`config.mk`:
```
export PLATFORM = sky130hd
export DESIGN_NAME = cpu_sequencer
export DESIGN_NICKNAME = d
export VERILOG_FILES = /design/src/rtl/cpu_pkg.sv /design/src/rtl/cpu_sequencer.sv
export SDC_FILE = /design/constraint.sdc
export NUM_CORES = 1
export LEC_CHECK = 0
export ABC_CLOCK_PERIOD_IN_PS = 2040
export CAP_MARGIN = 10
export CORE_MARGIN = 2
export CORE_UTILIZATION = 44
export DETAILED_ROUTE_END_ITERATION = 8
export GPL_TIMING_DRIVEN = 0
export PLACE_DENSITY = 0.81
export SYNTH_ARGS = -nofsm -noshare
export SYNTH_HDL_FRONTEND = slang
export SYNTH_SLANG_ARGS = --single-unit
```
`constraint.sdc`:
```
create_clock -name clk -period 2.04 [get_ports clk]
set_input_delay 0.306 -clock clk [delete_from_list [all_inputs] [get_ports clk]]
set_output_delay 0.306 -clock clk [all_outputs]
set_load 0.02 [all_outputs]
```
`src/rtl/cpu_pkg.sv`:
```
// -----------------------------------------------------------------------------
// cpu_pkg
// Shared definitions for the opcode decoder (CU), the ALU and cpu_sequencer.
//   - OP_*   : 4-bit instruction opcodes (0000..1111; 1100-1110 undefined)
//   - ALU_*  : 4-bit ALU operation codes as produced by CU (0001..1010)
//   - seq_state_e : cpu_sequencer FSM state encoding
//   - op_is_undef / op_is_cmp : opcode classification helpers
// No ports (package).
// -----------------------------------------------------------------------------
package cpu_pkg;

    localparam logic [3:0] OP_NOP  = 4'h0;
    localparam logic [3:0] OP_MOV  = 4'h1;
    localparam logic [3:0] OP_ADD  = 4'h2;
    localparam logic [3:0] OP_SUB  = 4'h3;
    localparam logic [3:0] OP_AND  = 4'h4;
    localparam logic [3:0] OP_OR   = 4'h5;
    localparam logic [3:0] OP_XOR  = 4'h6;
    localparam logic [3:0] OP_NOT  = 4'h7;
    localparam logic [3:0] OP_SHL  = 4'h8;
    localparam logic [3:0] OP_SHR  = 4'h9;
    localparam logic [3:0] OP_LT   = 4'hA;
    localparam logic [3:0] OP_EQ   = 4'hB;
    localparam logic [3:0] OP_HALT = 4'hF;

    localparam logic [3:0] ALU_ADD = 4'h1;
    localparam logic [3:0] ALU_SUB = 4'h2;
    localparam logic [3:0] ALU_AND = 4'h3;
    localparam logic [3:0] ALU_OR  = 4'h4;
    localparam logic [3:0] ALU_XOR = 4'h5;
    localparam logic [3:0] ALU_NOT = 4'h6;
    localparam logic [3:0] ALU_SHL = 4'h7;
    localparam logic [3:0] ALU_SHR = 4'h8;
    localparam logic [3:0] ALU_LT  = 4'h9;
    localparam logic [3:0] ALU_EQ  = 4'hA;

    typedef enum logic [2:0] {
        S_IDLE,
        S_FETCH,
        S_DECODE,
        S_RD_A,
        S_RD_B,
        S_EXEC,
        S_WB,
        S_HALT
    } seq_state_e;

    function automatic logic op_is_undef(input logic [3:0] op);
        return (op == 4'hC) || (op == 4'hD) || (op == 4'hE);
    endfunction

    function automatic logic op_is_cmp(input logic [3:0] op);
        return (op == OP_LT) || (op == OP_EQ);
    endfunction

endpackage

```
`src/rtl/cpu_sequencer.sv`:
```
// -----------------------------------------------------------------------------
// cpu_sequencer
// Multi-cycle fetch/decode/execute controller. Fetches an instruction over a
// req/ack port, presents its opcode to the external CU, and turns CU's level
// outputs into timed data-RAM read/write strobes and a one-cycle ALU enable.
//
// Optional feature macro: SEQ_SINGLE_STEP_EN
//   defined   -> extra input 'step'; FSM returns to IDLE after every retire,
//                start or step runs one more instruction.
//   undefined -> free-running execution, no 'step' port.
//
// Ports:
//   clk, rst          clock (rising edge), synchronous active-high reset
//   start             leave IDLE and fetch at pc
//   instr_req/addr    fetch request / address (= pc)
//   instr_ack/data    fetch handshake / instruction word
//   opcode            registered opcode to CU
//   cu_*              CU decoded outputs
//   ram_re/we/addr/wdata/rdata   data RAM port (1-cycle read latency)
//   alu_en/op/a/b/result         ALU interface
//   cmp_flag          result of the last LT/EQ
//   instr_done        one-cycle retire pulse
//   illegal           one-cycle pulse on undefined opcode
//   halted, busy      status
// -----------------------------------------------------------------------------
module cpu_sequencer
    import cpu_pkg::*;
#(
    parameter  int DATA_W  = 8,
    parameter  int ADDR_W  = 4,
    parameter  int PC_W    = 8,
    localparam int INSTR_W = 4 + 2*ADDR_W
) (
    input  logic               clk,
    input  logic               rst,
    input  logic               start,
`ifdef SEQ_SINGLE_STEP_EN
    input  logic               step,
`endif
    output logic               instr_req,
    output logic [PC_W-1:0]    instr_addr,
    input  logic               instr_ack,
    input  logic [INSTR_W-1:0] instr_data,
    output logic [3:0]         opcode,
    input  logic               cu_ram_read,
    input  logic               cu_ram_write,
    input  logic               cu_alu_enable,
    input  logic [3:0]         cu_alu_op,
    output logic               ram_re,
    output logic               ram_we,
    output logic [ADDR_W-1:0]  ram_addr,
    output logic [DATA_W-1:0]  ram_wdata,
    input  logic [DATA_W-1:0]  ram_rdata,
    output logic               alu_en,
    output logic [3:0]         alu_op,
    output logic [DATA_W-1:0]  alu_a,
    output logic [DATA_W-1:0]  alu_b,
    input  logic [DATA_W-1:0]  alu_result,
    output logic               cmp_flag,
    output logic               instr_done,
    output logic               illegal,
    output logic               halted,
    output logic               busy
);

    seq_state_e           r_state;
    seq_state_e           w_next;
    logic [PC_W-1:0]      r_pc;
    logic [INSTR_W-1:0]   r_instr;
    logic                 r_cu_alu_en;
    logic [3:0]           r_alu_op;
    logic [DATA_W-1:0]    r_alu_a;
    logic [DATA_W-1:0]    r_alu_b;
    logic [DATA_W-1:0]    r_result;
    logic                 r_cmp;

    logic [3:0]           w_op;
    logic [ADDR_W-1:0]    w_dst;
    logic [ADDR_W-1:0]    w_src;
    logic                 w_go;
    seq_state_e           w_after;

    assign w_op  = r_instr[INSTR_W-1 -: 4];
    assign w_dst = r_instr[2*ADDR_W-1 -: ADDR_W];
    assign w_src = r_instr[ADDR_W-1:0];

`ifdef SEQ_SINGLE_STEP_EN
    assign w_go    = start | step;
    assign w_after = S_IDLE;
`else
    assign w_go    = start;
    assign w_after = S_FETCH;
`endif

    always_ff @(posedge clk) begin
        if (rst) begin
            r_state     <= S_IDLE;
            r_pc        <= '0;
            r_instr     <= '0;
            r_cu_alu_en <= 1'b0;
            r_alu_op    <= '0;
            r_alu_a     <= '0;
            r_alu_b     <= '0;
            r_result    <= '0;
            r_cmp       <= 1'b0;
        end else begin
            r_state <= w_next;
            if (instr_done) begin
                r_pc <= r_pc + 1'b1;
            end
            case (r_state)
                S_FETCH: if (instr_ack) r_instr <= instr_data;
                S_DECODE: begin
                    r_cu_alu_en <= cu_alu_enable;
                    r_alu_op    <= cu_alu_op;
                end
                // rdata here answers the RD_A read of dst; MOV skips RD_A.
                S_RD_B: if (r_cu_alu_en) r_alu_a <= ram_rdata;
                S_EXEC: begin
                    r_alu_b  <= ram_rdata;
                    r_result <= r_cu_alu_en ? alu_result : ram_rdata;
                    if (r_cu_alu_en && op_is_cmp(w_op)) begin
                        r_cmp <= alu_result[0];
                    end
                end
                default: ;
            endcase
        end
    end

    always_comb begin
        w_next     = r_state;
        instr_req  = 1'b0;
        ram_re     = 1'b0;
        ram_we     = 1'b0;
        ram_addr   = '0;
        alu_en     = 1'b0;
        instr_done = 1'b0;
        illegal    = 1'b0;
        case (r_state)
            S_IDLE: if (w_go) w_next = S_FETCH;
            S_FETCH: begin
                instr_req = 1'b1;
                if (instr_ack) w_next = S_DECODE;
            end
            S_DECODE: begin
                if (w_op == OP_HALT) begin
                    w_next = S_HALT;
                end else if (w_op == OP_NOP || op_is_undef(w_op)) begin
                    illegal    = op_is_undef(w_op);
                    instr_done = 1'b1;
                    w_next     = w_after;
                end else if (cu_alu_enable) begin
                    w_next = S_RD_A;
                end else if (cu_ram_read || cu_ram_write) begin
                    w_next = S_RD_B;
                end else begin
                    // CU reports no datapath action: retire as a NOP.
                    instr_done = 1'b1;
                    w_next     = w_after;
                end
            end
            S_RD_A: begin
                ram_re   = 1'b1;
                ram_addr = w_dst;
                w_next   = S_RD_B;
            end
            S_RD_B: begin
                ram_re   = 1'b1;
                ram_addr = w_src;
                w_next   = S_EXEC;
            end
            S_EXEC: begin
                alu_en = r_cu_alu_en;
                if (r_cu_alu_en && op_is_cmp(w_op)) begin
                    instr_done = 1'b1;
                    w_next     = w_after;
                end else begin
                    w_next = S_WB;
                end
            end
            S_WB: begin
                ram_we     = 1'b1;
                ram_addr   = w_dst;
                instr_done = 1'b1;
                w_next     = w_after;
            end
            S_HALT: w_next = S_HALT;
            default: w_next = S_IDLE;
        endcase
    end

    assign instr_addr = r_pc;
    assign opcode     = w_op;
    assign alu_op     = r_alu_op;
    assign alu_a      = r_alu_a;
    // The src word arrives in EXEC; forward it so the ALU sees it that cycle.
    assign alu_b      = (r_state == S_EXEC) ? ram_rdata : r_alu_b;
    assign ram_wdata  = (r_state == S_WB) ? r_result : '0;
    assign cmp_flag   = r_cmp;
    assign halted     = (r_state == S_HALT);
    assign busy       = (r_state != S_IDLE) && (r_state != S_HALT);

endmodule

```
=== After elaboration in Yosys (flattened, before gate mapping) ===
Index checks and enable logic that the tools add are counted.

* Flip-flop bits (word level): 53
* Bits of input ports: 39

* $add $sub $neg: 1
* Equal/unequal tests: 16
* Multiplexer cells: 25
* Reduce and logical (&&, ||, !) cells: 16

{| class="wikitable"
|+ Operator list
! operator !! count
|-
| $eq 4x4->1 const B || 6
|-
| $mux 8 || 3
|-
| $pmux 3 s8 || 1
|-
| $mux 3 || 7
|-
| $eq 3x3->1 const B || 4
|-
| $mux 1 || 12
|-
| $add 8x1->8 const B || 1
|-
| $pmux 4 s2 || 1
|-
| $reduce_and 2->1 || 4
|-
| $eq 3x2->1 const B || 2
|-
| $logic_or 1x1->1 || 5
|-
| $logic_not 4->1 || 1
|-
| $ne 2x2->1 const B || 2
|-
| $reduce_or 2->1 || 2
|-
| $eq 3x1->1 const B || 1
|-
| $logic_not 3->1 || 1
|-
| $ne 3x3->1 const B || 1
|-
| $pmux 1 s3 || 1
|-
| $reduce_bool 3->1 || 1
|-
| $logic_and 1x1->1 || 2
|}

=== Logic depth before layout (Yosys ltp) ===
* Depth in word-level cells: 7
* Mapped depth: 7
* Depth with buffers taken out: 5

=== Worst setup path after synthesis ===
OpenSTA, ideal clock, no wires.

* Kind: reg-to-reg
* Start point: register r_instr[10]
* End point: register r_pc[6] (netlist: instr_addr[6])
* Cell stages (with the launch flop): 6
* Clock period less this slack: 1927 ps
* Path buffers: 0
* Library setup time: 121 ps
* Required time: 1919 ps
* Slack: 113 ps
* Arrival time: 1806 ps
* Cells stage by stage: dfxtp_1 and4bb_1 a41oi_2 a21oi_4 or3b_1 mux2_4

* Cells in the longest elaborated chain, start to end: 7
* Elaborated cells between the ends (all ways): 16

{| class="wikitable"
|+ Ends and longest elaborated chain
! what !! RTL line !! text
|-
| start: declaration || cpu_sequencer.sv:69 || <nowiki>logic [INSTR_W-1:0] r_instr;</nowiki>
|-
| start signal: assignment || cpu_sequencer.sv:112 || <nowiki>S_FETCH: if (instr_ack) r_instr <= instr_data;</nowiki>
|-
| $eq 4x4->1 || cpu_pkg.sv:49 || <nowiki>return (op == 4'hC) || (op == 4'hD) || (op == 4'hE);</nowiki>
|-
| $logic_or 1x1->1 (2 in a row) || cpu_pkg.sv:49 ||
|-
| $logic_or 1x1->1 || cpu_sequencer.sv:149 || <nowiki>end else if (w_op == OP_NOP || op_is_undef(w_op)) begin</nowiki>
|-
| $mux 1 || cpu_sequencer.sv:149 ||
|-
| $mux 1 || cpu_sequencer.sv:147 || <nowiki>if (w_op == OP_HALT) begin</nowiki>
|-
| $pmux 1 s3 * || cpu_sequencer.sv:140 || <nowiki>case (r_state)</nowiki>
|-
| named net instr_done || cpu_sequencer.sv:60 || <nowiki>output logic instr_done,</nowiki>
|-
| end signal: assignment || cpu_sequencer.sv:109 || <nowiki>r_pc <= r_pc + 1'b1;</nowiki>
|-
| end: declaration || cpu_sequencer.sv:68 || <nowiki>logic [PC_W-1:0] r_pc;</nowiki>
|}

The timed path passes the listed nets; every way through them passes the cells marked *.
A chain may end at the register's enable or synchronous reset.

=== Final worst setup path ===
* Start point: register r_instr[10]
* End point: register r_pc[6] (netlist: instr_addr[6])

* Cells in the longest elaborated chain, start to end: 7
* Elaborated cells between the ends (all ways): 16

{| class="wikitable"
|+ Ends and longest elaborated chain
! what !! RTL line
|-
| $eq 4x4->1 || cpu_pkg.sv:49
|-
| $logic_or 1x1->1 (2 in a row) || cpu_pkg.sv:49
|-
| $logic_or 1x1->1 || cpu_sequencer.sv:149
|-
| $mux 1 || cpu_sequencer.sv:149
|-
| $mux 1 || cpu_sequencer.sv:147
|-
| $pmux 1 s3 * || cpu_sequencer.sv:140
|}

Every way passes the cells marked *; elsewhere a longest branch is shown, timed or not.

==> impl_metrics.py <==
metrics = {
    "timing": {
        "setup-tns-final_ns": 0,
        "fin_crit_ns": 2.00,
        "hold_viol_final": 0,
        "worst_slew_pin_slew_ns": 0.672,
        "post-route-period-util_pct": 98.2,
        "fin_ws_ns": 0.0357,
        "slew_headroom_pct": 55.2,
        "fmax_ghz": 0.499,
        "setup_viol_count_final": 0,
        "rsz0062_at_grt": "yes",
        "slew_violations": 0,
        "clock_skew_ns": 0.0141,
    },
    "yosys": {
        "synth-edff-count": 0,
        "yosys.area.top_type": "dfxtp_1",
        "synth_ff_type": "dfxtp_1",
        "synth_xor_area_share_pct": 0.710,
        "ys_warn_count": 0,
        "yosysTopAreaCellShare_pct": 43.0,
        "yosys.area_share.simple_pct": 23.6,
        "synth_mux_area_share_pct": 15.4,
        "synth.distinct_cells": 40,
        "synth-compound-area-share_pct": 12.2,
        "synthCells": 281,
        "synthAdderAreaFrac_pct": 0.507,
        "synthTopCellsByArea": "dfxtp_1 (43%), mux2i_1 (9.7%), nor2_1 (5.8%)",
        "synth_top_family_by_area": "simple AND/OR/NAND/NOR gates",
        "syn_area_per_cell_sq_um": 8.79,
        "syn_nets": 321,
        "synthArstFlopShare_pct": 0,
        "ys_ff_latch": 53,
        "synth_area_sq_mm": 0.00247,
        "yosysSeqAreaShare_pct": 43.0,
    },
    "global_routing": {
        "overflow": 0,
        "grt_pass1_vias": 2244,
        "antenna_found_initial": 0,
        "grt_pass1_wl_um": 10500,
        "grt_usage_pct": 21.1,
        "grt_max_degree": 16,
    },
    "cells_and_area": {
        "nNetsFinal": 429,
        "n_antenna_cell": 0,
        "regArea_sq_mm": 0.00107,
        "final_cell_mix": "clkdlybuf4s50_1 (63), dfxtp_1 (48), nor2_1 (36), nand2_1 (30), mux2i_1 (24)",
        "drive_above_1_share_pct": 19.3,
        "fin_cells": 461,
        "syn2layout_area_growth_pct": 49.8,
        "layout_commonest_cell": "clkdlybuf4s50_1",
        "fill_cells": 449,
        "post-route-util_pct": 67.6,
        "multi_input_area_sq_mm": 0.00136,
    },
    "power": {
        "p_per_area_mw_per_mm2": 531,
        "intPower_mw": 1.47,
        "peakVddDrop_mv": 0.288,
        "switching_power_mw": 0.498,
        "switching_share_pct": 25.4,
        "combPwrFrac_pct": 14.5,
        "p_leak_nw": 1.45,
        "p_seq_share_pct": 54.5,
        "clock_power_share_pct": 31.0,
    },
    "clock_network": {
        "clk_pin_slew_worst_paths_ns": 0.10,
        "clockBufferDepth": 2,
        "cts_inserted_buffers": 5,
        "cts_sinks": 53,
        "cts_tree": "done",
        "ctsRootBufferMaster": "clkbuf_8",
        "htree_levels": 2,
        "hold_buffers": 0,
        "clk_latency_ns": 0.31,
    },
    "setup_path": {
        "start_kind": "flip-flop",
        "critPathTopFamily": "simple AND/OR/NAND/NOR gates",
        "worst-path-max-fanout": 8,
        "max_stage_delay_ns": 0.38,
        "crit_buf_inv": 1,
        "cp.required_ns": 2.25,
        "cp_slowest_cell": "dfxtp_4",
        "cp-end-kind": "flip-flop",
        "r2r_setup_slack_ns": 0.04,
        "arrival_ns": 2.22,
        "cp_cell_sequence": "and4bb_2 > a41oi_4 > a21oi_4 > buf_6 > or3b_1 > mux2_4",
        "path_class": "flip-flop to flip-flop",
    },
    "floorplanning": {
        "fp.dieH_um": 78.9,
        "core_sq_mm": 0.00547,
        "rows": 27,
        "dieArea_sq_mm": 0.00623,
        "initial_core_util_pct": 45.1,
        "ioPinCount": 92,
        "die_x_um": 78.9,
    },
    "detailed_routing": {
        "wl_per_cell_um": 14.7,
        "ant_nets": 0,
        "drt_pass1_iterations": 4,
        "drc": 0,
        "viasPerCell": 5.21,
        "dr.first_iter.drc_count": 143,
        "routed_wirelength_um": 6790,
        "vias": 2403,
    },
    "flow_run": {
        "drv_cap": 0,
    },
    "place": {
        "dp_hpwl_um": 4750,
        "port_buffers": 91,
        "dp.cells": 444,
        "place.gp.congestion": 0.845,
        "dpl_worst_slack_ns": -0.727,
    },
    "min_path": {
        "holdCritPathClass": "flip-flop to flip-flop",
    },
    "status": {
        "outcome": "finished clean",
    },
}
[flip-flops by register name, summed over array words and instances, names as in the netlist]
register,count
instr_addr,8
r_cu_alu_en,1
cmp_flag,1
alu_op,4
alu_a,8
r_instr,12
r_alu_b,8
r_result,8
r_state,3
[worst reg2reg max path, delay by kind of cell (launching register included)]
| kind | cells | cell delay [ns] |
|---|---|---|
| simple gates | 2 | 0.75 |
| flops | 1 | 0.38 |
| compound gates | 2 | 0.33 |
| mux | 1 | 0.30 |
| buf+inv | 1 | 0.15 |
[metrics by stage]
stage | power [mW] | cell area, sq um | hold WS (ns)
after floorplan | 1.21 | 2470 | 0.436
after global placement | 1.35 | 3470 | 0.447
after detailed placement | 1.35 | 3470 | 0.451
after CTS | 1.96 | 3590 | 0.468
after global routing | 2.06 | 3700 | 0.491
final | 1.97 | 3700 | 0.471
[routing by layer]
metal  GRT usage, %  part of all wire, %  up-vias
met5              0                    0        -
li1               -                    -     1191
met4           5.69                  1.2        0
met2           37.6                   50       78
met3           5.00                  6.0        9
met1           25.6                   43     1125
[logic make-up after synthesis]
logic type               after synthesis
AO/OA/AOI/OAI                         44
XOR/XNOR                               2
adder cells (fa/ha/maj)                1
buffers and inverters                 25
flip-flops                            53
multiplexers                          36
AND/OR/NAND/NOR                      120
[final cells by class]
| cell class | count | share of cell area [%] |
|---|---|---|
| Inverter | 1 | 0.101 |
| Tap cell | 72 | 2.44 |
| Multi-Input combinational cell | 203 | 36.7 |
| Buffer | 24 | 4.23 |
| Clock inverter | 1 | 0.203 |
| Clock buffer | 6 | 2.23 |
| Timing Repair Buffer | 101 | 25.0 |
| Sequential cell | 53 | 29.1 |
[power by group through the flow]
stage,Sequential [mW],Combinational (mW),Clock [mW]
floorplan,1.09,0.124,0
CTS,1.07,0.271,0.619
global route,1.07,0.306,0.679
detailed placement,1.09,0.262,0
global placement,1.09,0.257,0
finish,1.07,0.285,0.610
[synth_stat cells, types with 2 or more instances]
master	count
nand4_1	4
nor2_1	38
nor3_1	4
a211oi_1	9
buf_4	4
clkbuf_1	13
mux2_2	8
a21oi_1	19
and3_1	11
a31oi_1	2
nand2_1	31
mux2_1	3
nand3_1	3
xnor2_1	2
dfxtp_1	53
and2_1	4
nor2b_1	17
buf_2	6
mux2i_1	24
o21ai_0	3
nand2b_1	3
a32o_1	2
[path summary, 6_finish.rpt]
kind                                   from       endpoint  depth (start not counted)
worst max register to register  r_instr[10]  instr_addr[6]                          6
worst min-delay path             r_instr[1]     r_instr[1]                          2
worst max-delay path            r_instr[10]  instr_addr[6]                          6
worst min register to register   r_instr[1]     r_instr[1]                          2
[timing repair]
| item | in CTS | in global routing |
|---|---|---|
| gates cloned | 0 | 0 |
| buffers inserted | 2 | 8 |
| gates resized for setup | 90 | 30 |
| endpoints found under the setup margin | 32 | 47 |
| pin swaps | 1 | 2 |
(Power assumes the default switching activity.)
